## src/rtl/led_pwm_bank.sv

```systemverilog
// ---------------------------------------------------------------------------
// led_pwm_bank
//
// Multi-channel LED PWM driver. A shared prescaler and phase counter define
// one PWM period of DIV*STEPS clocks. Each channel has a shadow duty register,
// written at run time, and an active duty register that is reloaded from the
// shadow only at the period boundary. Because of this, duty changes never
// glitch a period that is already in progress.
//
// Optional feature macro: LED_PWM_BREATHE_EN
//   When it is defined, the block adds the Breathe port and a per-channel
//   triangle ramp. While a channel's Breathe bit is high, its active duty
//   steps 0,1,..,STEPS,STEPS-1,..,0,.. with one step per period. The shadow
//   register of that channel is still written, but it is not used until
//   Breathe falls.
//
// Parameters
//   CH        number of channels (1..16)
//   CLK_HZ    input clock frequency
//   PWM_HZ    PWM period frequency
//   STEPS     duty resolution, in steps per period
//   DUTY_INIT reset duty for every channel, in steps (saturated to STEPS)
//   DIV = CLK_HZ/(PWM_HZ*STEPS) must be at least 2.
//
// Ports
//   Clk_50M  in   system clock
//   Rst      in   asynchronous active-high reset
//   Sw       in   [CH]  per-channel enable switches (asynchronous, synchronised here)
//   Wr_en    in   single-cycle duty write strobe
//   Wr_ch    in   [CW]  target channel; writes to a channel >= CH are ignored
//   Wr_duty  in   [DW]  duty in steps; values above STEPS are saturated
//   Breathe  in   [CH]  breathing-mode select (only with LED_PWM_BREATHE_EN)
//   Led      out  [CH]  registered LED drive
//   Frame    out  one-cycle pulse in the cycle where phase first reads 0
// ---------------------------------------------------------------------------
module led_pwm_bank #(
  parameter int CH        = 4,
  parameter int CLK_HZ    = 50_000_000,
  parameter int PWM_HZ    = 50,
  parameter int STEPS     = 100,
  parameter int DUTY_INIT = 10,
  localparam int DIV      = CLK_HZ / (PWM_HZ * STEPS),
  localparam int DW       = $clog2(STEPS + 1),
  localparam int CW       = (CH > 1) ? $clog2(CH) : 1
) (
  input  logic          Clk_50M,
  input  logic          Rst,
  input  logic [CH-1:0] Sw,
  input  logic          Wr_en,
  input  logic [CW-1:0] Wr_ch,
  input  logic [DW-1:0] Wr_duty,
`ifdef LED_PWM_BREATHE_EN
  input  logic [CH-1:0] Breathe,
`endif
  output logic [CH-1:0] Led,
  output logic          Frame
);

  localparam int PRE_W = (DIV > 1) ? $clog2(DIV) : 1;

  localparam logic [PRE_W-1:0] PRE_MAX = PRE_W'(DIV - 1);
  localparam logic [DW-1:0]    PH_MAX  = DW'(STEPS - 1);
  localparam logic [DW-1:0]    STEPS_V = DW'(STEPS);
  localparam logic [DW-1:0]    INIT_V  = DW'((DUTY_INIT > STEPS) ? STEPS : DUTY_INIT);

  logic [PRE_W-1:0] pre;
  logic [DW-1:0]    phase;
  logic             tick;
  logic             bnd;

  logic [CH-1:0]    sw_m;
  logic [CH-1:0]    sw_s;

  logic [DW-1:0]    shadow [CH];
  logic [DW-1:0]    active [CH];
  logic [DW-1:0]    wr_sat;

  assign tick   = (pre == PRE_MAX);
  assign bnd    = tick && (phase == PH_MAX);
  assign wr_sat = (Wr_duty > STEPS_V) ? STEPS_V : Wr_duty;

  // -------------------------------------------------------------------------
  // Timebase: prescaler and shared phase counter
  // -------------------------------------------------------------------------
  // NOTE: state registers use non-blocking assignments, so every flop samples
  // the values from before the edge; the order of the blocks does not matter.
  always_ff @(posedge Clk_50M or posedge Rst) begin
    if (Rst) begin
      pre   <= '0;
      phase <= '0;
    end else begin
      pre <= tick ? '0 : pre + 1'b1;
      if (tick) begin
        phase <= (phase == PH_MAX) ? '0 : phase + 1'b1;
      end
    end
  end

  // -------------------------------------------------------------------------
  // Two-flop synchroniser for the switch inputs
  // -------------------------------------------------------------------------
  always_ff @(posedge Clk_50M or posedge Rst) begin
    if (Rst) begin
      sw_m <= '0;
      sw_s <= '0;
    end else begin
      sw_m <= Sw;
      sw_s <= sw_m;
    end
  end

  // -------------------------------------------------------------------------
  // Shadow duty registers. The channel decode compares against each legal
  // index, so an out-of-range Wr_ch matches nothing and the write is ignored.
  // -------------------------------------------------------------------------
  // NOTE: this small register array gets an explicit reset because it must
  // come up holding DUTY_INIT. A larger RAM-style array that needs no defined
  // start value would be left unreset.
  always_ff @(posedge Clk_50M or posedge Rst) begin
    if (Rst) begin
      for (int i = 0; i < CH; i++) shadow[i] <= INIT_V;
    end else if (Wr_en) begin
      for (int i = 0; i < CH; i++) begin
        if (Wr_ch == CW'(i)) shadow[i] <= wr_sat;
      end
    end
  end

`ifdef LED_PWM_BREATHE_EN
  // -------------------------------------------------------------------------
  // Breathing ramp: level is the duty loaded at the next boundary. When the
  // ramp reaches an end it turns around, so each end value is loaded for
  // exactly one period. A channel that is not breathing is held at level 0,
  // direction up, so it restarts cleanly.
  // -------------------------------------------------------------------------
  logic [DW-1:0] level [CH];
  logic [CH-1:0] up;

  always_ff @(posedge Clk_50M or posedge Rst) begin
    if (Rst) begin
      for (int i = 0; i < CH; i++) level[i] <= '0;
      up <= '1;
    end else if (bnd) begin
      for (int i = 0; i < CH; i++) begin
        if (!Breathe[i]) begin
          level[i] <= '0;
          up[i]    <= 1'b1;
        end else if (up[i]) begin
          if (level[i] == STEPS_V) begin
            level[i] <= PH_MAX;
            up[i]    <= 1'b0;
          end else begin
            level[i] <= level[i] + 1'b1;
          end
        end else begin
          if (level[i] == '0) begin
            level[i] <= DW'(1);
            up[i]    <= 1'b1;
          end else begin
            level[i] <= level[i] - 1'b1;
          end
        end
      end
    end
  end
`endif

  // -------------------------------------------------------------------------
  // Active duty: reloaded only at the period boundary. The shadow is sampled
  // before any write in the same cycle, so such a write waits one period.
  // -------------------------------------------------------------------------
  always_ff @(posedge Clk_50M or posedge Rst) begin
    if (Rst) begin
      for (int i = 0; i < CH; i++) active[i] <= INIT_V;
    end else if (bnd) begin
      for (int i = 0; i < CH; i++) begin
`ifdef LED_PWM_BREATHE_EN
        active[i] <= Breathe[i] ? level[i] : shadow[i];
`else
        active[i] <= shadow[i];
`endif
      end
    end
  end

  // -------------------------------------------------------------------------
  // Registered outputs. With duty == STEPS the compare is true on every
  // phase, so the LED stays high with no gap at the boundary.
  // -------------------------------------------------------------------------
  always_ff @(posedge Clk_50M or posedge Rst) begin
    if (Rst) begin
      Led   <= '0;
      Frame <= 1'b0;
    end else begin
      for (int i = 0; i < CH; i++) Led[i] <= sw_s[i] & (phase < active[i]);
      Frame <= bnd;
    end
  end

endmodule
```

## config.mk

```make
export PLATFORM = sky130hd
export DESIGN_NAME = led_pwm_bank
export DESIGN_NICKNAME = d
export VERILOG_FILES = /design/src/rtl/led_pwm_bank.sv
export SDC_FILE = /design/constraint.sdc
export NUM_CORES = 1
export LEC_CHECK = 0
export CELL_PAD_IN_SITES_DETAIL_PLACEMENT = 0
export CELL_PAD_IN_SITES_GLOBAL_PLACEMENT = 2
export CORE_UTILIZATION = 35
export DETAILED_ROUTE_END_ITERATION = 8
export GPL_TIMING_DRIVEN = 0
export HOLD_SLACK_MARGIN = 0.05
export PLACE_DENSITY_LB_ADDON = 0.15
export SKIP_LAST_GASP = 1
export SYNTH_ARGS = -nofsm -noshare
export SYNTH_HDL_FRONTEND = slang
export SYNTH_SLANG_ARGS = --single-unit
```

## constraint.sdc

```tcl
create_clock -name Clk_50M -period 8.45 [get_ports Clk_50M]
set_input_delay 1.69 -clock Clk_50M [delete_from_list [all_inputs] [get_ports Clk_50M]]
set_output_delay 1.69 -clock Clk_50M [all_outputs]
set_load 0.02 [all_outputs]
```

Word-level counts from Yosys, hierarchy flattened:

Index checks and enable logic that the tools add are counted.

* flip-flop bits (word level): 90
* logic and storage cells: 39

* add/subtract/negate cells: 2
* $lt $le $gt $ge: 5
* equal/unequal tests: 5
* multiplexer cells: 3
* bitwise gates (word level): 4
* reductions and logical operators: 6

Operators by type and width (count)
* $lt A7 B7 Y1: 4
* $add A14 B1 Y14 const B: 1
* $eq A14 B14 Y1 const B: 1
* $mux W14: 1
* $mux W7: 2
* $reduce_and A2 Y1: 4
* $add A7 B1 Y7 const B: 1
* $eq A7 B7 Y1 const B: 1
* $gt A7 B7 Y1 const B: 1
* $and A1 B1 Y1: 4
* $eq A2 B2 Y1 const B: 2
* $eq A2 B1 Y1 const B: 1
* $logic_not A2 Y1: 1
* $logic_and A1 B1 Y1: 1

Depth between registers and ports, before layout:

* depth in word-level cells: 2
* depth in mapped cells: 7
* depth with buffers taken out: 6

Least setup slack after synthesis:

Ideal clock, no wire load.

* path type: input to register
* from: input Wr_ch[1]
* to: register shadow[23] (netlist bit)
* setup time: 133 ps
* arrival time: 2496 ps
* path slack: 5821 ps
* stages on the path: 4
* buffers on the path: 1
* cells stage by stage: or3b_2 clkbuf_1 nand2_1 o21ai_0

* cells in the longest elaborated chain, start to end: 2

Ends and longest elaborated chain
* start: declaration: line 50 `input logic [CW-1:0] Wr_ch,`
* $logic_not A2 Y1: line 124 `if (Wr_ch == CW'(i)) shadow[i] <= wr_sat;`
* $reduce_and A2 Y1 (no source line)
* end signal: indexed assignment: line 124
* end: declaration: line 74 `logic [DW-1:0] shadow [CH];`

Every way passes these cells.
A chain may end at the register's enable or synchronous reset.

Final worst setup path:

* from: input Wr_en
* to: register shadow[23] (netlist bit)

* cells in the longest elaborated chain, start to end: 1

Ends and longest elaborated chain
* start: declaration: line 49 `input logic Wr_en,`
* $reduce_and A2 Y1 (no source line)

Every way passes these cells.

==> run metrics <==
outcome finished, final reports clean; worst setup slack after placement 5.12 ns; clock network latency to the later pin of the worst-skew pair 0.35 ns; I/O pin count 21; clock-pin slew of the registers on the worst-case setup and hold paths 0.06 ns; count of warnings emitted by yosys 0; mean number of vias per cell 4.84; adder and majority gate portion of the synthesized area 7.92%; via count 2529; post-synthesis xor/xnor area fraction 2.77%; Leakage 2.20 nW; required time of the worst setup path 8.65 ns; combinational family with the most area after synthesis simple AND/OR/NAND/NOR gates; Final setup violation count 0; total die area 0.0122 mm^2; sequential area share after synthesis 55.3%; crit path kind in2reg; Core Box Area 0.0114 mm^2; post-synthesis area per instance 12.0 um^2; Multi-input gate area 0.00169 mm^2; antenna-violating nets left 0; largest buffer count on any clock path 2; overall fraction of global-route tracks in use 15.7%; Site Rows 39; leading cell type in the layout, fill and taps excluded sky130_fd_sc_hd__dfrtp_1; number of buffers inserted for hold repair after clock tree synthesis 0; max-cap violations 0; Inserted Clock Buffers 9; ratio of final minimum period to clock period 35.0%; arrival time at the worst endpoint 3.15 ns; core occupancy in the finished layout 42.2%; unrepaired setup endpoints after global routing no; total iterations of the first detailed-routing run 4; setup bufs post-CTS 0; number of synthesized flops with an enable pin 0; total wirelength of the detailed-routed design 8.14 mm; area added between synthesis and finish 17.2%; fraction of the mapped netlist area in compound gates 6.52%; drt drc 0; startpoint class of the critical path input pin; Synthesized Nets 385; Layout Nets 417; clock tree from TritonCTS done; Root Buffer sky130_fd_sc_hd__clkbuf_16; achievable frequency 338 MHz; proportion of layout cells with a drive suffix above 1 20.3%; fraction of the mapped netlist area in simple logic gates 12.4%; number of port buffers 20; Final Hold Violating Endpoints 0; post-DR wirelength/cell 15.6 um; summed negative setup slack over all endpoints 0 ns; post-route setup slack 5.49 ns; worst ir drop on vdd 0.0965 mV; sort of element at the end of the critical path flip-flop; Final Instance Count excl. Fillers 523; post-detailed-placement half-perimeter wirelength 5.57 mm; diodes inserted 0; initial antenna violation count 0; most frequent cells in the layout sky130_fd_sc_hd__dfrtp_1, sky130_fd_sc_hd__nand2_1, sky130_fd_sc_hd__mux2_2; post-CTS resize count 0; pin count of the biggest net entering global routing 67; CTS Sinks 90; total placed cells including tap cells 507; final-layout fill cell count 1139; post-synth cell types 40; post-synthesis cell count 343; cell area after synthesis 0.00411 mm^2; FF-to-FF path depth 6; largest fanout of any net on the critical path 10; global route overflow 0; effective utilization at floorplan 36.0%; Pwr per Cell Area 192 mW/mm^2; worst min path class reg2reg; H-tree Lvls 3; final RePlAce weighted congestion 0.725; share of synthesized area spent on multiplexers 11.5%; Final Max Slew Viols 0; hold slack final 0.350 ns; First DRT Iteration DRCs 88; final critical delay including setup and external delays 2.96 ns; vias in the first global route 2543; register area 0.00227 mm^2; Yosys reg bits 90; largest clock skew in the final design 0.00772 ns; Post-synth top flop sky130_fd_sc_hd__dfrtp_1; Die Y-Extent 110 um; DIE WIDTH 110 um; worst hold path cell count 0; headroom to the max-slew limit 56.4%; fraction of registers with async set/reset 100%; slew at the pin with the worst max-slew slack 0.650 ns; wire length of the first global-routing pass 13.7 mm
through the flow:
step                cell area (um^2)  power, mW
floorplan                       4110      0.504
global placement                4490      0.524
detailed placement              4520      0.527
CTS                             4820      0.940
global route                    4820      0.968
finish                          4820      0.926
worst max-delay path, stage by stage:
cell and delay [ns]:
sky130_fd_sc_hd__clkdlybuf4s50_1 0.51, sky130_fd_sc_hd__or3b_2 0.51, sky130_fd_sc_hd__clkbuf_1 0.25, sky130_fd_sc_hd__nand2_1 0.12
sky130_fd_sc_hd__o21ai_0 0.08
synth_stat cells (all sizes together), types with 2 or more instances:
master / n / area [um^2]
nand4: 12 / 75.1
xnor2: 8 / 70.1
nand3: 6 / 30.0
nand2b: 5 / 31.3
nand3b: 3 / 22.5
nor2: 12 / 45.0
o21a: 5 / 37.5
or4b: 2 / 23.8
clkbuf: 5 / 18.8
a21o: 8 / 60.1
dfrtp: 74 / 1850
xor2: 5 / 43.8
nor2b: 2 / 12.5
a21oi: 4 / 20.0
ha: 26 / 325
nand2: 37 / 141
inv: 28 / 105
buf: 3 / 23.8
o21ai: 22 / 110
nor3: 5 / 25.0
and4b: 4 / 40.0
dfstp: 16 / 420
and3: 2 / 12.5
mux2: 38 / 462
nor4: 2 / 27.5
metal layers:
layer / up-vias / routed length (um) / GRT usage [%]
li1: 1253 / - / -
met1: 1237 / 4460 / 23.8
met2: 26 / 3310 / 20.7
met3: 13 / 179 / 3.29
met4: 0 / 189 / 7.89
met5: - / 0 / 0
state kept, by name (all words and copies together) (netlist names):
register and flops:
Frame 1, Led 4, active 28, phase 7, pre 14, shadow 28, sw_m 4, sw_s 4
cell type report:
type	count	share of cell area, %
Sequential cell	90	47.2
Multi-Input combinational cell	217	35.1
Clock buffer	14	5.48
Timing Repair Buffer	21	4.73
Tap cell	143	3.71
Inverter	28	2.23
Buffer	8	0.883
Clock inverter	2	0.727
path summary, 6_finish.rpt:
| kind | startpoint | end | slack (ns) |
|---|---|---|---|
| min in group asynchronous | Rst | pre[1] | 1.68 |
| hold reg to reg | sw_m[3] | sw_s[3] | 0.35 |
| hold / removal | sw_m[3] | sw_s[3] | 0.35 |
| setup reg to reg | pre[6] | active[4] | 5.96 |
| max in group asynchronous | Rst | shadow[3] | 6.09 |
| setup / recovery | Wr_en | shadow[23] | 5.49 |
cell families after synthesis:
family	after synthesis
AND/OR/NAND/NOR	95
flip-flops	90
AO/OA/AOI/OAI	44
multiplexers	39
buffers and inverters	36
adder cells (fa/ha/maj)	26
XOR/XNOR	13
power by group:
part	leakage, nW	internal, mW	switching, mW
logic	0.921	0.0207	0.0245
registers	1.13	0.460	0.0124
clock network	0.147	0.245	0.163
total	2.20	0.726	0.200
(Power assumes the default switching activity.)
